### config.mk
export PLATFORM = sky130hd
export DESIGN_NAME = digit_renderer
export DESIGN_NICKNAME = d
export VERILOG_FILES = /design/src/rtl/glyph_pkg.sv /design/src/rtl/blink_timer.sv /design/src/rtl/digit_renderer.sv
export SDC_FILE = /design/constraint.sdc
export NUM_CORES = 1
export LEC_CHECK = 0
export BUFFER_PORTS_ARGS = -buffer_cell sky130_fd_sc_hd__buf_2
export CAP_MARGIN = 40
export CORE_MARGIN = 1.5
export CORE_UTILIZATION = 30
export CTS_CLUSTER_DIAMETER = 200
export CTS_CLUSTER_SIZE = 16
export DETAILED_ROUTE_END_ITERATION = 10
export GPL_TIMING_DRIVEN = 0
export SYNTH_ARGS = -nofsm -noshare
export SYNTH_HDL_FRONTEND = slang
export SYNTH_HIERARCHICAL = 1
export SYNTH_SLANG_ARGS = --single-unit
### constraint.sdc
create_clock -name clk -period 2 [get_ports clk]
set_input_delay 0.4 -clock clk [delete_from_list [all_inputs] [get_ports clk]]
set_output_delay 0.4 -clock clk [all_outputs]
set_load 0.01 [all_outputs]
### src/rtl/glyph_pkg.sv
// Shared glyph ROM geometry and digit-to-slot mapping for the digit display path.
package glyph_pkg;

  localparam int GLYPH_W         = 16;
  localparam int GLYPH_H         = 16;
  localparam int GLYPH_ROWS_LOG2 = 4;
  localparam int ZERO_SLOT       = 9;

  typedef struct packed {
    logic       valid;
    logic       in_window;
    logic       blank;
    logic [3:0] col;
    logic [7:0] rom_addr;
  } stage1_t;

  // ROM stores glyphs 1..9 first, then 0.
  function automatic logic [3:0] digit_to_slot(input logic [3:0] d);
    if (d == 4'd0) digit_to_slot = 4'(ZERO_SLOT);
    else           digit_to_slot = d - 4'd1;
  endfunction

endpackage

### src/rtl/blink_timer.sv
// Frame counter for the cursor blink; phase flips every BLINK_FRAMES frame starts.
module blink_timer #(
  parameter int BLINK_FRAMES = 30
) (
  input  logic clk,
  input  logic rst_n,
  input  logic frame_start,
  output logic blink_phase
);

  localparam int CTR_W = (BLINK_FRAMES > 1) ? $clog2(BLINK_FRAMES) : 1;
  localparam logic [CTR_W-1:0] CTR_MAX = CTR_W'(BLINK_FRAMES - 1);

  logic [CTR_W-1:0] ctr;

  always_ff @(posedge clk or negedge rst_n) begin
    if (!rst_n) begin
      ctr         <= '0;
      blink_phase <= 1'b0;
    end else if (frame_start) begin
      if (ctr == CTR_MAX) begin
        ctr         <= '0;
        blink_phase <= ~blink_phase;
      end else begin
        ctr <= ctr + 1'b1;
      end
    end
  end

endmodule

### src/rtl/digit_renderer.sv
// Maps the raster stream onto a row of scaled digit glyphs, addresses the glyph ROM
// and turns the returned row into a per-pixel mask two cycles later.
module digit_renderer
  import glyph_pkg::*;
#(
  parameter int NUM_DIGITS   = 4,
  parameter int SCALE_LOG2   = 1,
  parameter int X0           = 192,
  parameter int Y0           = 208,
  parameter int BLINK_FRAMES = 30
) (
  input  logic                          clk,
  input  logic                          rst_n,
  input  logic                          frame_start,
  input  logic                          pix_valid,
  input  logic [9:0]                    pix_x,
  input  logic [9:0]                    pix_y,
  input  logic [4*NUM_DIGITS-1:0]       digits,
  input  logic                          cursor_en,
  input  logic [$clog2(NUM_DIGITS)-1:0] cursor_idx,
  output logic [7:0]                    rom_addr,
  input  logic [15:0]                   rom_data,
  output logic                          pix_on,
  output logic                          pix_on_valid
);

  localparam int PITCH_LOG2 = $clog2(GLYPH_W) + SCALE_LOG2;
  localparam int PITCH      = GLYPH_W << SCALE_LOG2;
  localparam int X_END      = X0 + NUM_DIGITS * PITCH;
  localparam int Y_END      = Y0 + (GLYPH_H << SCALE_LOG2);

  logic [4*NUM_DIGITS-1:0] shadow;
  logic                    blink_phase;

  logic [9:0] dx;
  logic [9:0] dy;
  logic [9:0] kfull;
  logic [3:0] col;
  logic [GLYPH_ROWS_LOG2-1:0] row;
  logic [3:0] dval;
  logic       in_window;
  logic       cursor_hit;
  logic       blank;
  logic [7:0] addr_next;

  stage1_t s1;

  blink_timer #(
    .BLINK_FRAMES (BLINK_FRAMES)
  ) u_blink_timer (
    .clk         (clk),
    .rst_n       (rst_n),
    .frame_start (frame_start),
    .blink_phase (blink_phase)
  );

  // Digits only change at frame boundaries so a frame never shows two values.
  always_ff @(posedge clk or negedge rst_n) begin
    if (!rst_n) shadow <= '1;
    else if (frame_start) shadow <= digits;
  end

  always_comb begin
    in_window = (int'(pix_x) >= X0) && (int'(pix_x) < X_END) &&
                (int'(pix_y) >= Y0) && (int'(pix_y) < Y_END);
    dx    = pix_x - 10'(X0);
    dy    = pix_y - 10'(Y0);
    kfull = dx >> PITCH_LOG2;
    col   = 4'((dx & 10'(PITCH - 1)) >> SCALE_LOG2);
    row   = GLYPH_ROWS_LOG2'(dy >> SCALE_LOG2);
    dval  = 4'hF;
    for (int i = 0; i < NUM_DIGITS; i++) begin
      if (kfull == 10'(i)) dval = shadow[4*i +: 4];
    end
    cursor_hit = cursor_en && blink_phase && (kfull == 10'(cursor_idx));
    blank      = (dval > 4'd9) || cursor_hit;
    addr_next  = (in_window && (dval <= 4'd9)) ? {digit_to_slot(dval), row} : 8'd0;
  end

  always_ff @(posedge clk or negedge rst_n) begin
    if (!rst_n) begin
      s1 <= '0;
    end else begin
      s1 <= '{valid: pix_valid, in_window: in_window, blank: blank,
              col: col, rom_addr: addr_next};
    end
  end

  assign rom_addr = s1.rom_addr;

  // ROM is combinational, so its row is ready to sample in the cycle after addressing.
  always_ff @(posedge clk or negedge rst_n) begin
    if (!rst_n) begin
      pix_on       <= 1'b0;
      pix_on_valid <= 1'b0;
    end else begin
      pix_on       <= s1.valid & s1.in_window & ~s1.blank & rom_data[4'd15 - s1.col];
      pix_on_valid <= s1.valid;
    end
  end

endmodule
* After elaboration in Yosys (flattened, before gate mapping)
Cells that the tools add are included.
Widths: inputs -> output; s select.
** Storage, ports and cells
- Register bits after elaboration :: 39
- Input port bits :: 59
- Output and inout bits :: 10
- Logic and storage cells :: 51
** Operators by class
- $add $sub $neg :: 5
- $lt $le $gt $ge :: 7
- Equal/unequal tests :: 5
- Multiplexer cells :: 9
- Bitwise gates (word level) :: 5
- Reductions and logical operators :: 10
** Operators with widths (count)
- $ge 10x8->1 const B :: 2
- $mux 4 :: 5
- $eq 5x2->1 const B :: 2
- $logic_not 10->1 :: 1
- $lt 10x8->1 const B :: 1
- $lt 10x9->1 const B :: 1
- $sub 10x8->10 const B :: 1
- $mux 8 :: 1
- $logic_and 1x1->1 :: 6
- $add 5x1->5 const B :: 1
- $eq 5x1->1 const B :: 1
- $eq 5x2->1 :: 1
- $eq 5x5->1 const B :: 1
- $lt 4x5->1 const B :: 1
- $mux 5 :: 1
- $sub 5x5->5 const B :: 1
- $bmux 1 s4 :: 1
- $gt 4x4->1 const B :: 1
- $le 4x4->1 const B :: 1
- $logic_not 4->1 :: 1
- $sub 4x1->4 const B :: 1
- $sub 4x4->4 const A :: 1
- $and 1x1->1 :: 3
- $not 1->1 :: 2
- 3 further kinds :: 3

* Logic depth before layout (Yosys ltp)
Gate-level depths: netlist of run 1.
- Depth after elaboration :: 9
- Gate-level depth with buffers :: 10
- Depth with buffers taken out :: 10

* Modules after synthesis
The synthesis of run 1 kept the hierarchy.
** Modules (own cells, without submodules)
- digit_renderer :: instances 1, cells each 115, area an instance 1661.6 um^2, seq. area each 845.8 um^2
- blink_timer :: instances 1, cells each 30, area an instance 317.8 um^2, seq. area each 150.1 um^2

* Worst setup path after synthesis of run 1
No wires, ideal clock.
- Path kind :: input to register
- From :: input pix_x[6]
- To :: register s1, in the netlist rom_addr[5]
- Setup time :: 96 ps
- Arrival :: 2089 ps
- Required time :: 1904 ps
- Slack :: -184 ps
- Cell stages on the path :: 10
- Buffers on the path :: 0
- Cells stage by stage :: ha_1 -> nand2b_1 -> a21o_1 -> a21oi_2 -> nor2b_1 -> ha_1 -> nand2b_1 -> o211ai_2 -> nand3_2 -> a311oi_2
** On the way
- Word-level cells in the longest chain between the ends :: 9
- Elaborated cells on any way between the ends :: 20
- Those cells by class :: add/sub (2); order compare (3); eq/ne (3); mux (6); reduce/logical (6)
** Ends and longest elaborated chain
- start: declaration :: RTL line digit_renderer.sv:16 : input logic [9:0] pix_x,
- $sub 10x8->10 :: RTL line digit_renderer.sv:66 : dx = pix_x - 10'(X0);
- $logic_not 10->1 :: RTL line digit_renderer.sv:73 : if (kfull == 10'(i)) dval = shadow[4*i +: 4];
- $mux 4 (4 in a row) :: RTL line digit_renderer.sv:73
- $sub 4x1->4, or another cell as far along :: RTL line glyph_pkg.sv:20 : else digit_to_slot = d - 4'd1;
- $mux 4 or $logic_and 1x1->1 (tied branches) :: RTL line glyph_pkg.sv:19, digit_renderer.sv:77
- $mux 8 (*) :: RTL line digit_renderer.sv:77 : addr_next = (in_window && (dval <= 4'd9)) ? {digit_to_slot(dval), row} : 8'd0;
- named net addr_next[5] :: RTL line digit_renderer.sv:44 : logic [7:0] addr_next;
- end signal: assignment :: RTL line digit_renderer.sv:84 : s1 <= '{valid: pix_valid, in_window: in_window, blank: blank,
- end: declaration :: RTL line digit_renderer.sv:46 : stage1_t s1;
The timed path passes the listed nets; every way through them passes the cells marked *.
A chain may end at the register's enable or synchronous reset.

* Worst setup path after layout of run 1
Ends and elaborated chain as after synthesis.

==> flow_metrics.tcl, run 1 <==
set metrics [dict create \
    leakagePower_uw 0.00120 \
    num_io_pins 69 \
    core_area_mm2 0.00635 \
    switching_share_pct 26.1 \
    met3_usage_pct 3.24 \
    tns_ns 0 \
    max_slew_margin_pct 64.5 \
    slew_violations 0 \
    critical_path_peak_fanout 4 \
    grt_max_degree 27 \
    clkLatencyLatePin_ns 0.28 \
    gr-total-overflow 0 \
    dieArea_mm2 0.00709 \
    cts_root_buf "clkbuf_8" \
    timing.fmax_mhz 527 \
    post_drt_wl_per_cell_um 12.1 \
    grt_pass1_vias 1395 \
    p_int_uw 1360 \
    cts_hold_buffers 0 \
    skew_ns 0.00380 \
    synth_fp_nets 209 \
    die_w_um 84.2 \
    dp.cells 287 \
    cts_tree "built" \
    num_vias 1341 \
    p_per_area_mw_per_mm2 707 \
    port_buffers 64 \
    rrSetupSlack_ns 0.10 \
    drv_cap 0 \
    clkSlewWorstSetupHoldPaths_ns 0.07 \
    busiest_layer "met2" \
    die_h_um 84.2 \
    setup_viol 0 \
    finalWeightedCongestion 0.736 \
    pwr-share-seq_pct 52.8 \
    viasPerCell 4.44 \
    ir_worst_vdd_v 0.000325 \
    drive_above_1_share_pct 64.4 \
    ys_seq_elements 39 \
    finalCritPeriodShare_pct 94.9 \
    cts_max_level 2 \
    fin_cells 302 \
    power_switching_uw 481 \
    area_delta_synth_final_pct 31.5 \
    num_antenna_cells 0 \
    grt_pass1_wl_um 6350 \
    fillers 627 \
    cp-end-kind "flop" \
    hpwl_um 2830 \
    finalHoldViolations 0 \
    status "completed" \
    initialDrtViolationCount 53 \
    ys_warn_count 6 \
    syn_area_per_cell_um2 13.7 \
    drc 0 \
    crit_type "in2reg" \
    grt_antenna_before_repair 0 \
    synth_seq_area_share_pct 50.3 \
    syn-instance-count 145 \
    period_minus_slack_ns 1.90 \
    cts_made_buffers 5 \
    worst_slew_pin_slew_ns 0.532 \
    drtAntennaViolNets 0 \
    num_rows 29 \
    first_pass_iters 2 \
    p_comb_share_pct 20.4 \
    met2_usage_pct 18.7 \
    cts_num_sinks 39 \
    clockBufferDepth 2 \
    holdWs_ns 0.00664 \
    grtUsageMet1_pct 14.1 \
    cp-start-kind "input pin" \
    synth_cell_type_count 39 \
    initial_core_util_pct 31.2 \
    p_clk_share_pct 26.8 \
    mappedNetlistArea_mm2 0.00198 \
    routed_wl_um 3660 \
    cp.required_ns 2.19 \
    nets 288 \
    hold_class "in2async" \
    cp.arrival_ns 2.09 \
    grt_usage_pct 11.2 \
]
-- through the flow --
step | power (uW) | worst slack [ns] | instance area (um^2) | utilization (%)
6_report | 1840 | 0.102 | 2600 | 41.0
5_1_grt | 1980 | -0.0128 | 2600 | 41.0
4_1_cts | 1860 | 0.0349 | 2540 | 40.0
3_5_place_dp | 1350 | -0.347 | 2450 | 38.5
3_3_place_gp | 1340 | -0.332 | 2430 | 38.2
2_1_floorplan | 1220 | 0.0107 | 2010 | -
-- what timing repair did --
item / CTS / global route
resized for setup: 0 / 5
setup endpoints to repair: 1 / 1
pin swaps: 0 / 6
buffers inserted: 2 / 5
-- layout make-up --
cell class	instances	area (um^2)	share of cell area (%)
well taps	77	96.3	3.70
plain buffers	13	101	3.89
clock inverters	1	5.00	0.192
inverters	8	30.0	1.15
clock buffers	7	76.3	2.93
repair buffers	72	399	15.3
flip-flops and latches	39	996	38.3
multi-input cells	85	900	34.6
-- cell usage after synthesis --
master / instances / area, um^2
buf_6: 3 / 33.8
mux2i_1: 2 / 20.0
nand4b_1: 3 / 26.3
a21o_1: 1 / 7.51
o21ai_0: 2 / 10.0
inv_1: 8 / 30.0
nor2b_1: 1 / 6.26
a211oi_4: 1 / 20.0
and4b_1: 1 / 10.0
and3_4: 1 / 11.3
a21oi_2: 1 / 8.76
a31oi_1: 1 / 6.26
ha_1: 5 / 62.6
nand2b_1: 4 / 25.0
mux2_2: 16 / 180
nand3_2: 2 / 20.0
nand4_1: 2 / 12.5
buf_4: 8 / 60.1
o22ai_1: 1 / 6.26
dfstp_2: 16 / 420
dfrtp_1: 23 / 576
xnor2_1: 2 / 17.5
a311oi_2: 1 / 15.0
nand3_1: 2 / 10.0
a21oi_1: 2 / 10.0
nor2_1: 6 / 22.5
buf_1: 1 / 3.75
o211ai_2: 1 / 12.5
or3b_1: 1 / 8.76
o2111ai_1: 1 / 8.76
clkbuf_1: 1 / 3.75
a211oi_2: 1 / 12.5
nor4_2: 1 / 12.5
nand2_1: 6 / 22.5
a21boi_1: 1 / 7.51
xor2_1: 2 / 17.5
nand3b_1: 4 / 30.0
mux4_2: 9 / 203
or2_4: 1 / 8.76
-- power by group through the flow --
stage	Combinational, uW	Sequential [uW]	Clock [uW]
after CTS	366	973	525
after global placement	352	986	0
after floorplan	249	969	0
final	376	972	493
after global routing	426	988	571
after detailed placement	362	987	0
-- path summary, 6_finish.rpt --
check                                              end  depth (start not counted)                   from
worst max-delay path             rom_addr[5]$_DFF_PN0_                         11               pix_x[6]
worst min-delay path            pix_on_valid$_DFF_PN0_                          1                  rst_n
worst max register to register   rom_addr[7]$_DFF_PN0_                          5  shadow[5]$_DFFE_PN1P_
worst min register to register  pix_on_valid$_DFF_PN0_                          0       s1[14]$_DFF_PN0_
max in group asynchronous        shadow[1]$_DFFE_PN1P_                          2                  rst_n
min in group clk                       s1[9]$_DFF_PN0_                          1               pix_x[2]
-- state kept, by name, indices dropped and copies added, names as in the netlist --
signal,cells
u_blink_timer/ctr,5
shadow,16
pix_on_valid,1
s1,7
pix_on,1
u_blink_timer/blink_phase,1
rom_addr,8
-- per-layer routing --
| metal | wire length [um] | part of all wire, % |
|---|---|---|
| met1 | 1590 | 43 |
| met2 | 1850 | 50 |
| met3 | 191 | 5.2 |
| met4 | 29 | 0.79 |
| met5 | 0 | 0 |
-- cells by family (layout without fill, tap and decap cells) --
family | after synthesis | after routing | share of synthesized area [%]
AOI/OAI and AO/OA | 14 | 14 | 6.32
xor gates and xnor gates | 4 | 4 | 1.77
adders and majority gates | 5 | 5 | 3.16
buffers and inverters | 21 | 101 | 6.64
DFF | 39 | 39 | 50.3
muxes | 27 | 27 | 20.4
and+or+nand+nor | 35 | 35 | 11.4
-- worst max-delay path: stages --
cell and delay (ns):
buf_2 0.12, ha_4 0.16, nand2b_4 0.13, a21o_4 0.22, a21oi_4 0.17, nor2b_1 0.16, ha_2 0.18, nand2b_1 0.07
o211ai_2 0.11, nand3_4 0.11, a311oi_2 0.24
-- cells in the final DEF (no fill, tap or decap), types with 2 or more instances in the layout --
cell and n:
mux2_2 16, nand2b_1 3, ha_2 2, dfrtp_1 23, nand4_1 2, buf_6 4
ha_1 2, nor2_1 6, xor2_1 2, buf_2 63, mux4_2 9, clkbuf_8 5
a21oi_1 2, nand4b_1 3, clkbuf_1 3, dfstp_2 16, nand3_1 2, buf_4 15
nand2_1 6, nand3b_1 4, mux2i_1 2, o21ai_0 2, inv_1 8, xnor2_1 2
(Power assumes the default switching activity.)
==> run 2, diff against run 1 <==
CTS_CLUSTER_SIZE = default   (was 16)
RECOVER_POWER = 25   (was default)
==> flow_metrics.tcl, run 2 (same netlist as run 1, synthesis figures left out) <==
set metrics [dict create \
    layout_common_cells "buf_2 (62), dfrtp_1 (23), mux2_2 (16), dfstp_2 (16), buf_4 (15)" \
    die_w_um 84.2 \
    cts_max_level 2 \
    area_delta_synth_final_pct 30.7 \
    cts_tree "built" \
    nets 288 \
    cp-start-kind "input pin" \
    critical_path_peak_fanout 4 \
    slew_violations 0 \
    initial_core_util_pct 31.2 \
    dp.cells 287 \
    grt_pass1_wl_um 6350 \
    leakagePower_uw 0.00119 \
    cpMaxStageDelayCell "a311oi_2" \
    initialDrtViolationCount 53 \
    p_per_area_mw_per_mm2 710 \
    grt_pass1_vias 1395 \
    post-route-util_pct 40.7 \
    finalHoldViolations 0 \
    skew_ns 0.00380 \
    clkLatencyLatePin_ns 0.28 \
    num_rows 29 \
    post_drt_wl_per_cell_um 12.1 \
    grt_antenna_before_repair 0 \
    port_buffers 64 \
    rrSetupSlack_ns 0.10 \
    cts_num_sinks 39 \
    slowest_delay_ns 0.24 \
    clkSlewWorstSetupHoldPaths_ns 0.07 \
    clockBufferDepth 2 \
    die_h_um 84.2 \
    holdWs_ns 0.132 \
    cp.arrival_ns 2.09 \
    finalWeightedCongestion 0.736 \
    reg2regPathDepth 5 \
    core_area_mm2 0.00635 \
    num_io_pins 69 \
    timing.fmax_mhz 527 \
    r2r_end "rom_addr[7]$_DFF_PN0_" \
    layout.cells.most_common "buf_2" \
    gr-total-overflow 0 \
    first_pass_iters 2 \
    cp.required_ns 2.19 \
    num_vias 1344 \
    grt_usage_pct 11.2 \
    grt_max_degree 27 \
    status "completed" \
    cp_top_family "compound AO/OA/AOI/OAI gates" \
    cp-end-kind "flop" \
    crit_chain "buf_2 -> ha_4 -> nand2b_4 -> a21o_4 -> a21oi_4 -> nor2b_1 -> ha_2 -> nand2b_1 -> o211ai_2 -> nand3_4 -> a311oi_2" \
    max_slew_margin_pct 53.9 \
    pre_cts_ws_ns -0.347 \
    post_dp_cell_area_mm2 0.00245 \
    fin_cells 302 \
    finalWorstSetupSlack_ns 0.102 \
    multi_input_area_um2 900 \
    num_antenna_cells 0 \
    setup_viol 0 \
    design_area_mm2 0.00259 \
    cp_num_buf_inv 1 \
    cts_made_buffers 5 \
    largest-register "shadow" \
    seqCellArea_um2 996 \
    worst_slew_pin_slew_ns 0.692 \
    drc 0 \
    hpwl_um 2830 \
    finalCritPeriodShare_pct 94.9 \
    hold_class "in2async" \
    drtAntennaViolNets 0 \
    viasPerCell 4.45 \
    drive_above_1_share_pct 64.0 \
    rr_startpoint "shadow[5]$_DFFE_PN1P_" \
    period_minus_slack_ns 1.90 \
    drv_cap 0 \
    largest_reg_flops 16 \
    ir_worst_vdd_v 0.000325 \
    crit_type "in2reg" \
    cts_root_buf "clkbuf_8" \
    routed_wl_um 3650 \
    dieArea_mm2 0.00709 \
    fillers 630 \
]
-- run 2: cell types whose count changed in the layout (fill, tap and decap cells not counted) --
cell      delta
clkbuf_1     +1
clkbuf_2     +1
buf_2        -1
buf_12       -1
-- run 2: worst max path at each step --
stage	to	startpoint	depth (start not counted)
3_3_place_gp	rom_addr[5]$_DFF_PN0_	pix_x[6]	11
3_5_place_dp	rom_addr[5]$_DFF_PN0_	pix_x[6]	11
6_report	rom_addr[5]$_DFF_PN0_	pix_x[6]	11
2_1_floorplan	rom_addr[5]$_DFF_PN0_	pix_x[6]	10
4_1_cts	rom_addr[5]$_DFF_PN0_	pix_x[6]	11
5_1_grt	rom_addr[5]$_DFF_PN0_	pix_x[6]	11
-- run 2: stage by stage --
| stage | total power, uW | setup TNS (ns) |
|---|---|---|
| floorplan | 1220 | 0 |
| finish | 1840 | 0 |
| global route | 1980 | -0.0128 |
| detailed placement | 1350 | -1.71 |
| CTS | 1860 | 0 |
| global placement | 1340 | -1.54 |
-- run 2: what timing repair did --
item	4_1_cts	5_1_grt
pin swaps	0	6
endpoints found under the setup margin	1	1
resized for setup	0	5
hold buffers	0	0
setup buffers	2	5
-- run 2: layout make-up --
type / count / share of cell area, %
multi-input cells: 85 / 34.8
clock inverters: 1 / 0.193
flip-flops and latches: 39 / 38.5
clock buffers: 7 / 2.95
plain buffers: 13 / 3.92
repair buffers: 72 / 14.8
well taps: 77 / 3.72
inverters: 8 / 1.16
-- run 2: routing by layer --
metal	vias to the layer above	routed length (um)	GRT usage, %
met5	-	0	0
met4	0	29	3.58
met3	4	190	3.24
met2	32	1850	18.7
met1	640	1580	14.1
li1	668	-	-
-- run 2: report_power, final --
| part | internal [uW] | switching [uW] | total, uW |
|---|---|---|---|
| combinational | 211 | 161 | 371 |
| sequential | 901 | 71.3 | 973 |
| clock | 244 | 248 | 492 |
==> run 3, diff against run 2 <==
PLACE_DENSITY_LB_ADDON = 0.3   (was default)
==> flow_metrics.tcl, run 3 (same netlist as run 1, synthesis figures left out) <==
set metrics [dict create \
    reg2regPathDepth 5 \
    crit_chain "buf_2 -> buf_6 -> nand2_1 -> nand4b_1 -> a21oi_4 -> nor2b_1 -> ha_2 -> nand2b_1 -> o211ai_2 -> nand3_4 -> a311oi_2" \
    clkSlewWorstSetupHoldPaths_ns 0.07 \
    cp.arrival_ns 2.06 \
    cp.required_ns 2.19 \
    layout_common_cells "buf_2 (63), dfrtp_1 (23), mux2_2 (16), dfstp_2 (16)" \
    cts_tree "built" \
    skew_ns 0.00339 \
    cp-end-kind "flop" \
    rrSetupSlack_ns 0.14 \
    num_rows 29 \
    initialDrtViolationCount 44 \
    die_h_um 84.2 \
    status "completed" \
    post_drt_wl_per_cell_um 12.9 \
    routed_wl_um 3820 \
    grt_antenna_before_repair 0 \
    grt_usage_pct 11.3 \
    core_area_mm2 0.00635 \
    slew_violations 0 \
    cp-start-kind "input pin" \
    port_buffers 64 \
    pre_cts_ws_ns -0.351 \
    finalHoldViolations 0 \
    timing.fmax_mhz 535 \
    crit_start "pix_x[6]" \
    setup_viol 0 \
    holdWs_ns 0.173 \
    layout.cells.most_common "buf_2" \
    crit_type "in2reg" \
    drive_above_1_share_pct 63.5 \
    num_io_pins 69 \
    largest-register "shadow" \
    gr-total-overflow 0 \
    clkLatencyLatePin_ns 0.28 \
    rsz0062_at_grt "false" \
    grt_pass1_wl_um 6380 \
    drtAntennaViolNets 0 \
    rr_startpoint "shadow[5]$_DFFE_PN1P_" \
    cpMaxStageDelayCell "a21oi_4" \
    hpwl_um 3010 \
    drc 0 \
    viasPerCell 4.59 \
    slowest_delay_ns 0.24 \
    grt_max_degree 26 \
    initial_core_util_pct 31.2 \
    finalWeightedCongestion 0.752 \
    cts_made_buffers 5 \
    dieArea_mm2 0.00709 \
    r2r_end "rom_addr[7]$_DFF_PN0_" \
    max_slew_margin_pct 47.6 \
    num_vias 1360 \
    leakagePower_uw 0.00116 \
    ir_worst_vdd_v 0.000430 \
    largest_reg_flops 16 \
    first_pass_iters 3 \
    drv_cap 0 \
    grt_pass1_vias 1372 \
    hold_class "in2async" \
    clockBufferDepth 2 \
    finalCritPeriodShare_pct 93.5 \
    tns_ns 0 \
    cts_root_buf "clkbuf_8" \
    num_antenna_cells 0 \
    crit_end "rom_addr[5]$_DFF_PN0_" \
    cts_num_sinks 39 \
    worst_slew_pin_slew_ns 0.785 \
    period_minus_slack_ns 1.87 \
    finalWorstSetupSlack_ns 0.129 \
    area_delta_synth_final_pct 27.9 \
    p_per_area_mw_per_mm2 725 \
    cts_hold_buffers 0 \
    cts_max_level 2 \
    critical_path_peak_fanout 8 \
    die_w_um 84.2 \
    nets 282 \
]
run 3: cell types whose count changed in the layout (fill, tap and decap cells not counted):
cell	previous run	this run
buf_4	15	9
clkbuf_1	4	2
clkinv_2	1	3
a21o_1	0	1
a21o_4	1	0
buf_2	62	63
buf_6	4	3
run 3: critical path, delay by kind of cell:
family | cells | cell delay (ns)
buffers and inverters | 2 | 0.26
adders and majority gates | 1 | 0.19
and+or+nand+nor | 5 | 0.66
AOI/OAI and AO/OA | 3 | 0.56
run 3: repair_timing:
| action | in CTS | in global routing |
|---|---|---|
| setup buffers | 1 | 0 |
| gates resized for setup | 0 | 2 |
| gates cloned | 0 | 0 |
| setup endpoints to repair | 1 | 2 |
run 3: per-stage QoR:
step,power [uW],utilization [%],cells,cell area (um^2)
finish,1830,39.9,296,2530
global route,1950,39.9,296,2530
CTS,1870,40.0,296,2540
detailed placement,1350,38.5,287,2450
global placement,1340,38.2,286,2430
floorplan,1220,-,145,2010
run 3: power by group:
group	total, uW	leakage (uW)	switching (uW)	internal [uW]
registers	975	0.000460	74.0	901
clock network	499	0.0000477	260	238
logic	361	0.000655	162	199
total	1830	0.00116	496	1340
run 3: final cells by class:
cell class,count,area [um^2]
buffer,13,101
inverter,8,30.0
multi-input combinational,85,892
fill,611,3820
clock buffer,5,68.8
tap,77,96.3
clock inverter,3,15.0
sequential,39,996
timing repair buffer,66,332
run 3: layer usage:
| layer | track usage, % | vias to the layer above | routed length [um] |
|---|---|---|---|
| li1 | - | 656 | - |
| met1 | 14.7 | 646 | 1780 |
| met2 | 18.3 | 56 | 1740 |
| met3 | 3.83 | 2 | 288 |
| met4 | 2.68 | 0 | 19 |
| met5 | 0 | - | 0 |
run 3: worst min path at each step:
stage	end	start	slack [ns]
floorplan	pix_on$_DFF_PN0_	rst_n	0.10
global placement	pix_on_valid$_DFF_PN0_	s1[14]$_DFF_PN0_	0.36
detailed placement	rom_addr[6]$_DFF_PN0_	rst_n	0.34
CTS	s1[11]$_DFF_PN0_	rst_n	0.03
global route	s1[11]$_DFF_PN0_	pix_x[4]	0.20
finish	rom_addr[6]$_DFF_PN0_	rst_n	0.17
